==> config.mk <==
export PLATFORM = sky130hd
export DESIGN_NAME = lemming_world
export DESIGN_NICKNAME = d
export VERILOG_FILES = /design/src/rtl/lemming_world.sv
export SDC_FILE = /design/constraint.sdc
export NUM_CORES = 1
export LEC_CHECK = 0
export ABC_CLOCK_PERIOD_IN_PS = 6000
export CELL_PAD_IN_SITES_DETAIL_PLACEMENT = 1
export CELL_PAD_IN_SITES_GLOBAL_PLACEMENT = 2
export CORE_ASPECT_RATIO = 0.75
export CORE_MARGIN = 2
export CORE_UTILIZATION = 25
export CTS_BUF_LIST = sky130_fd_sc_hd__clkbuf_8
export CTS_CLUSTER_DIAMETER = 100
export DETAILED_ROUTE_END_ITERATION = 16
export GPL_TIMING_DRIVEN = 0
export PLACE_DENSITY = 0.8
export SLEW_MARGIN = 20
export SYNTH_ARGS = -nofsm -noshare
export SYNTH_HDL_FRONTEND = slang
export SYNTH_SLANG_ARGS = --single-unit
==> constraint.sdc <==
create_clock -name sys_clk -period 6 [get_ports sys_clk]
set_input_delay 0.9 -clock sys_clk [delete_from_list [all_inputs] [get_ports sys_clk]]
set_output_delay 0.9 -clock sys_clk [all_outputs]
set_load 0.05 [all_outputs]
==> src/rtl/lemming_world.sv <==
// Purpose : 1-D terrain environment for a lemming walker; turns walker status into bump/ground feedback.
// Latency : bump_left/bump_right/ground are combinational (0 cycles); pos/proto_err/counters update 1 cycle after inputs.
// Backpressure: none; every cycle's inputs are consumed, and illegal status patterns only raise the sticky proto_err.
//
// Ports:
//   sys_clk, sys_rst              clock, synchronous active-high reset
//   walk_left, walk_right, aaah   walker status (exactly one expected high each cycle)
//   bump_left, bump_right         wall or terrain edge adjacent in the walking direction
//   ground                        floor present under the current cell
//   pos                           current cell index
//   proto_err                     sticky walker protocol violation
//   step_cnt, fall_cnt            saturating move/fall statistics
// Build option: define LEMMING_WORLD_STATS_EN to build the statistics counters;
// otherwise step_cnt/fall_cnt are tied to zero.
module lemming_world #(
  parameter int               WIDTH     = 16,
  parameter int               POS_W     = 4,
  parameter logic [WIDTH-1:0] WALLS     = '0,
  parameter logic [WIDTH-1:0] HOLES     = '0,
  parameter int               DEPTH     = 3,
  parameter int               START_POS = 0
) (
  input  logic             sys_clk,
  input  logic             sys_rst,
  input  logic             walk_left,
  input  logic             walk_right,
  input  logic             aaah,
  output logic             bump_left,
  output logic             bump_right,
  output logic             ground,
  output logic [POS_W-1:0] pos,
  output logic             proto_err,
  output logic [15:0]      step_cnt,
  output logic [7:0]       fall_cnt
);

  localparam int               FD_W      = (DEPTH > 1) ? $clog2(DEPTH) : 1;
  localparam logic [FD_W-1:0]  FD_LAST   = FD_W'(DEPTH - 1);
  localparam logic [POS_W-1:0] POS_START = POS_W'(START_POS);
  // Terrain edges behave as walls: bit i is the wall left of cell i, bit i+2 the wall right of it.
  localparam logic [WIDTH+1:0] WALL_PAD  = {1'b1, WALLS, 1'b1};

  logic [POS_W-1:0] pos_q, pos_d;
  logic [WIDTH-1:0] hole_q, hole_d;
  logic [FD_W-1:0]  fdepth_q, fdepth_d;
  logic             aaah_g_q, aaah_g_d;
  logic             walk_ng_q, walk_ng_d;
  logic             proto_err_q, proto_err_d;

  logic hole_here, wall_l, wall_r, walking, one_hot;

  // Cell lookups by comparison so the index never depends on 2**POS_W matching WIDTH.
  always_comb begin
    hole_here = 1'b0;
    wall_l    = 1'b0;
    wall_r    = 1'b0;
    for (int i = 0; i < WIDTH; i++) begin
      if (pos_q == POS_W'(i)) begin
        hole_here = hole_q[i];
        wall_l    = WALL_PAD[i];
        wall_r    = WALL_PAD[i+2];
      end
    end
  end

  assign walking    = walk_left | walk_right;
  // Exactly one of three: odd parity, but not all three.
  assign one_hot    = (walk_left ^ walk_right ^ aaah) & ~(walk_left & walk_right & aaah);
  assign ground     = ~hole_here;
  assign bump_left  = walk_left & wall_l;
  assign bump_right = walk_right & wall_r;
  assign pos        = pos_q;
  assign proto_err  = proto_err_q;

  always_comb begin
    pos_d    = pos_q;
    hole_d   = hole_q;
    fdepth_d = fdepth_q;
    if (!ground) begin
      // Falling: position is frozen; the last fall cycle fills the hole for good.
      if (fdepth_q == FD_LAST) begin
        fdepth_d = '0;
        hole_d   = hole_q & ~(WIDTH'(1) << pos_q);
      end else begin
        fdepth_d = fdepth_q + FD_W'(1);
      end
    end else if (one_hot) begin
      if (walk_left && !wall_l) begin
        pos_d = pos_q - POS_W'(1);
      end else if (walk_right && !wall_r) begin
        pos_d = pos_q + POS_W'(1);
      end
    end

    // Remember "bad-looking" cycles; the error fires only on a second consecutive one.
    aaah_g_d    = aaah & ground;
    walk_ng_d   = walking & ~ground;
    proto_err_d = proto_err_q | ~one_hot
                | (aaah_g_q & aaah & ground)
                | (walk_ng_q & walking & ~ground);
  end

  always_ff @(posedge sys_clk) begin
    if (sys_rst) begin
      pos_q       <= POS_START;
      hole_q      <= HOLES;
      fdepth_q    <= '0;
      aaah_g_q    <= 1'b0;
      walk_ng_q   <= 1'b0;
      proto_err_q <= 1'b0;
    end else begin
      pos_q       <= pos_d;
      hole_q      <= hole_d;
      fdepth_q    <= fdepth_d;
      aaah_g_q    <= aaah_g_d;
      walk_ng_q   <= walk_ng_d;
      proto_err_q <= proto_err_d;
    end
  end

`ifdef LEMMING_WORLD_STATS_EN
  logic [15:0] step_cnt_q, step_cnt_d;
  logic [7:0]  fall_cnt_q, fall_cnt_d;
  logic        moved, landed;

  always_comb begin
    moved      = ground & one_hot & ((walk_left & ~wall_l) | (walk_right & ~wall_r));
    landed     = ~ground & (fdepth_q == FD_LAST);
    step_cnt_d = step_cnt_q;
    fall_cnt_d = fall_cnt_q;
    if (moved && step_cnt_q != 16'hFFFF) step_cnt_d = step_cnt_q + 16'd1;
    if (landed && fall_cnt_q != 8'hFF)   fall_cnt_d = fall_cnt_q + 8'd1;
  end

  always_ff @(posedge sys_clk) begin
    if (sys_rst) begin
      step_cnt_q <= '0;
      fall_cnt_q <= '0;
    end else begin
      step_cnt_q <= step_cnt_d;
      fall_cnt_q <= fall_cnt_d;
    end
  end

  assign step_cnt = step_cnt_q;
  assign fall_cnt = fall_cnt_q;
`else
  assign step_cnt = '0;
  assign fall_cnt = '0;
`endif

endmodule

==> flow_metrics.tcl <==
set metrics [dict create \
    drt-total-wl_um 4270 \
    clk_latency_ns 0.27 \
    period_needed_ns 4.102 \
    start_kind "flop" \
    use_met3_pct 3.045 \
    grt_max_degree 14 \
    cts_hold_buf 0 \
    min_path_type "flop to flop" \
    cts_buffers 3 \
    leakage_uw 0.0007837 \
    stdcell_area_um2 1957 \
    crit_slowest_cell "clkdlybuf4s50_1" \
    hp-start "hole_q[1]$_SDFFE_PP0P_" \
    synth_ff_type "dfxtp_1" \
    path_cells "inv_1 > ha_1 > buf_2 > a21oi_1 > o221ai_1 > a221oi_1 > a21oi_4 > inv_2 > clkdlybuf4s50_1" \
    finalNonFillerCells 309 \
    finalCritPeriodShare_pct 68.36 \
    post_drt_via_cell_ratio 4.511 \
    async_flop_share_pct 0 \
    reg2reg_to "pos[3]$_SDFFE_PP0P_" \
    cts.htree.levels 1 \
    ant_nets 0 \
    met2_usage_pct 18.98 \
    crit_family "buffers and inverters" \
    first_global_vias 1373 \
    cts_setup_buffers 0 \
    hold_end "hole_q[1]$_SDFFE_PP0P_" \
    start_util_pct 25.67 \
    synth_edf_count 0 \
    max_slew_margin_pct 61.37 \
    diodes 0 \
    clock_tree.root_cell "clkbuf_8" \
    io_buffers 11 \
    syn_area_per_cell_um2 8.495 \
    p_per_area_nw_per_um2 290.1 \
    cts_sinks 25 \
    nNetsFinal 243 \
    rsz0062_at_grt "no" \
    clk_pin_slew_ns 0.09 \
    busiest_layer "met2" \
    met1_usage_pct 17.82 \
    drc 0 \
    drive_above_1_share_pct 19.30 \
    vias 1394 \
    finalHoldViolCount 0 \
    dpl_cell_area_um2 1912 \
    finalSetupViolations 0 \
    seq_area_frac_synth_pct 31.01 \
    critPathMaxFanout 10 \
    cap_violations 0 \
    finish.utilization_pct 31.12 \
    ff2ff_setup_slack_ns 3.27 \
    syn_inst 190 \
    slowest_delay_ns 0.83 \
    place_hpwl_um 3301 \
    arrival_ns 3.20 \
    antenna_found_initial 0 \
    place_congestion 0.7942 \
    design_power_total_uw 567.6 \
    fill_cells 757 \
    core_um2 6287 \
    clockBufferDepth 2 \
    setup_tns_ns 0 \
    wl_per_cell_um 13.82 \
    ir_drop_mv 0.1018 \
    r2r_cells 10 \
    die-area_um2 7122 \
    grt_pass1_wl_um 6975 \
    track_usage_pct 12.32 \
    max_freq_mhz 243.8 \
    num_rows 25 \
    placed_cells 305 \
    detailedRoute.firstIterationViolations 61 \
    status "complete, no violations" \
    synth_seq_cells 25 \
    grt-ovfl-total 0 \
    cp_num_buf_inv 4 \
    die_x_um 96.78 \
    path_class "flop to output pin" \
    required_ns 5.10 \
    cts_tree "built" \
    dr.pass1.iters 4 \
    tightest_slew_ns 0.5795 \
    synthToLayoutAreaGrowth_pct 21.24 \
    die_height_um 73.59 \
    hold_depth 2 \
    drv_slew 0 \
    synth_warnings 0 \
    ioPinCount 37 \
    yosysUniqueCellTypes 43 \
    cts_resized 0 \
    end_kind "output pin" \
    netlist_area_um2 1614 \
    r2r-start "pos[1]$_SDFFE_PP0P_" \
    skew_ns 0.002660 \
]
## worst max path at each step
stage	startpoint	to	slack [ns]	cells after the start
2_1_floorplan	pos[0]$_SDFFE_PP0P_	bump_left	2.23	4
3_3_place_gp	pos[0]$_SDFFE_PP0P_	ground	2.19	9
3_5_place_dp	pos[1]$_SDFFE_PP0P_	ground	2.20	9
4_1_cts	pos[1]$_SDFFE_PP0P_	ground	1.89	9
5_1_grt	pos[1]$_SDFFE_PP0P_	ground	1.67	9
6_report	pos[1]$_SDFFE_PP0P_	ground	1.90	9
## logic make-up after synthesis
family / Yosys count / synth area share, %
mux: 5 / 3.411
xor+xnor: 1 / 0.5427
flops: 25 / 31.01
compound gates: 46 / 23.02
other cells: 1 / 0.2323
fa+ha+maj: 9 / 6.977
buf+inv: 61 / 20.78
simple gates: 42 / 14.03
## through the flow
step | setup WS [ns] | hold WS, ns
6_report | 1.898 | 0.4330
5_1_grt | 1.674 | 0.4559
2_1_floorplan | 2.231 | 0.4056
3_3_place_gp | 2.195 | 0.4170
3_5_place_dp | 2.203 | 0.4201
4_1_cts | 1.887 | 0.4355
## placed cells by master (no fill, tap or decap), drive strengths merged, types with 4 or more instances in the layout
master / count
inv: 27
clkdlybuf4s50: 11
a21oi: 11
nand2b: 4
buf: 32
ha: 9
nor3: 6
a221oi: 4
nand2: 6
mux2i: 4
clkbuf: 6
dfxtp: 25
a311oi: 18
nor2: 9
conb: 24
## report_power, final
group	internal, uW	leakage [uW]	switching [uW]
Clock	45.9	0.0000269	56.9
Combinational	88.0	0.000554	189
Sequential	176	0.000203	11.6
## tightest hold or removal path: cells and delay by family (launching register included)
kind / cells / cell delay, ns
buffers and inverters: 1 / 0.05
DFF: 1 / 0.32
AOI/OAI and AO/OA: 1 / 0.03
## state kept, by name, indices dropped and copies added, names as in the netlist
signal / cells
aaah_g_q: 1
fdepth_q: 2
hole_q: 16
pos: 4
proto_err: 1
walk_ng_q: 1
## layout make-up
cell class / count / area (um2) / share of cell area, %
Clock buffer: 3 / 41.29 / 2.110
Clock inverter: 1 / 3.754 / 0.1918
Multi-Input combinational cell: 127 / 864.6 / 44.18
Inverter: 26 / 97.59 / 4.987
Timing Repair Buffer: 11 / 110.1 / 5.627
Buffer: 35 / 237.7 / 12.15
Sequential cell: 25 / 500.5 / 25.58
Tap cell: 81 / 101.3 / 5.179
## cell usage after synthesis, types with 2 or more instances
master	instances	area share, %
ha_1	9	7.0
nor2_1	9	2.1
clkbuf_1	3	0.70
a221oi_1	3	1.6
nand3b_1	2	0.93
a21oi_1	9	2.8
nand2_1	6	1.4
nor2b_1	3	1.2
mux2i_1	4	2.5
nand2b_1	4	1.6
a311oi_1	18	9.8
dfxtp_1	25	31
o21ai_1	2	0.62
inv_1	24	5.6
buf_4	24	11
nor4_1	2	0.78
nor3b_1	3	1.4
nand3_1	2	0.62
and3_1	2	0.78
nor3_1	6	1.9
inv_2	2	0.47
buf_2	7	2.2
## routing by layer
| metal | vias to the layer above | wire, um |
|---|---|---|
| met2 | 21 | 1845 |
| li1 | 700 | - |
| met5 | - | 0 |
| met1 | 671 | 2256 |
| met3 | 2 | 159 |
| met4 | 0 | 8 |
No activity file was read; power rests on OpenSTA's default activity.
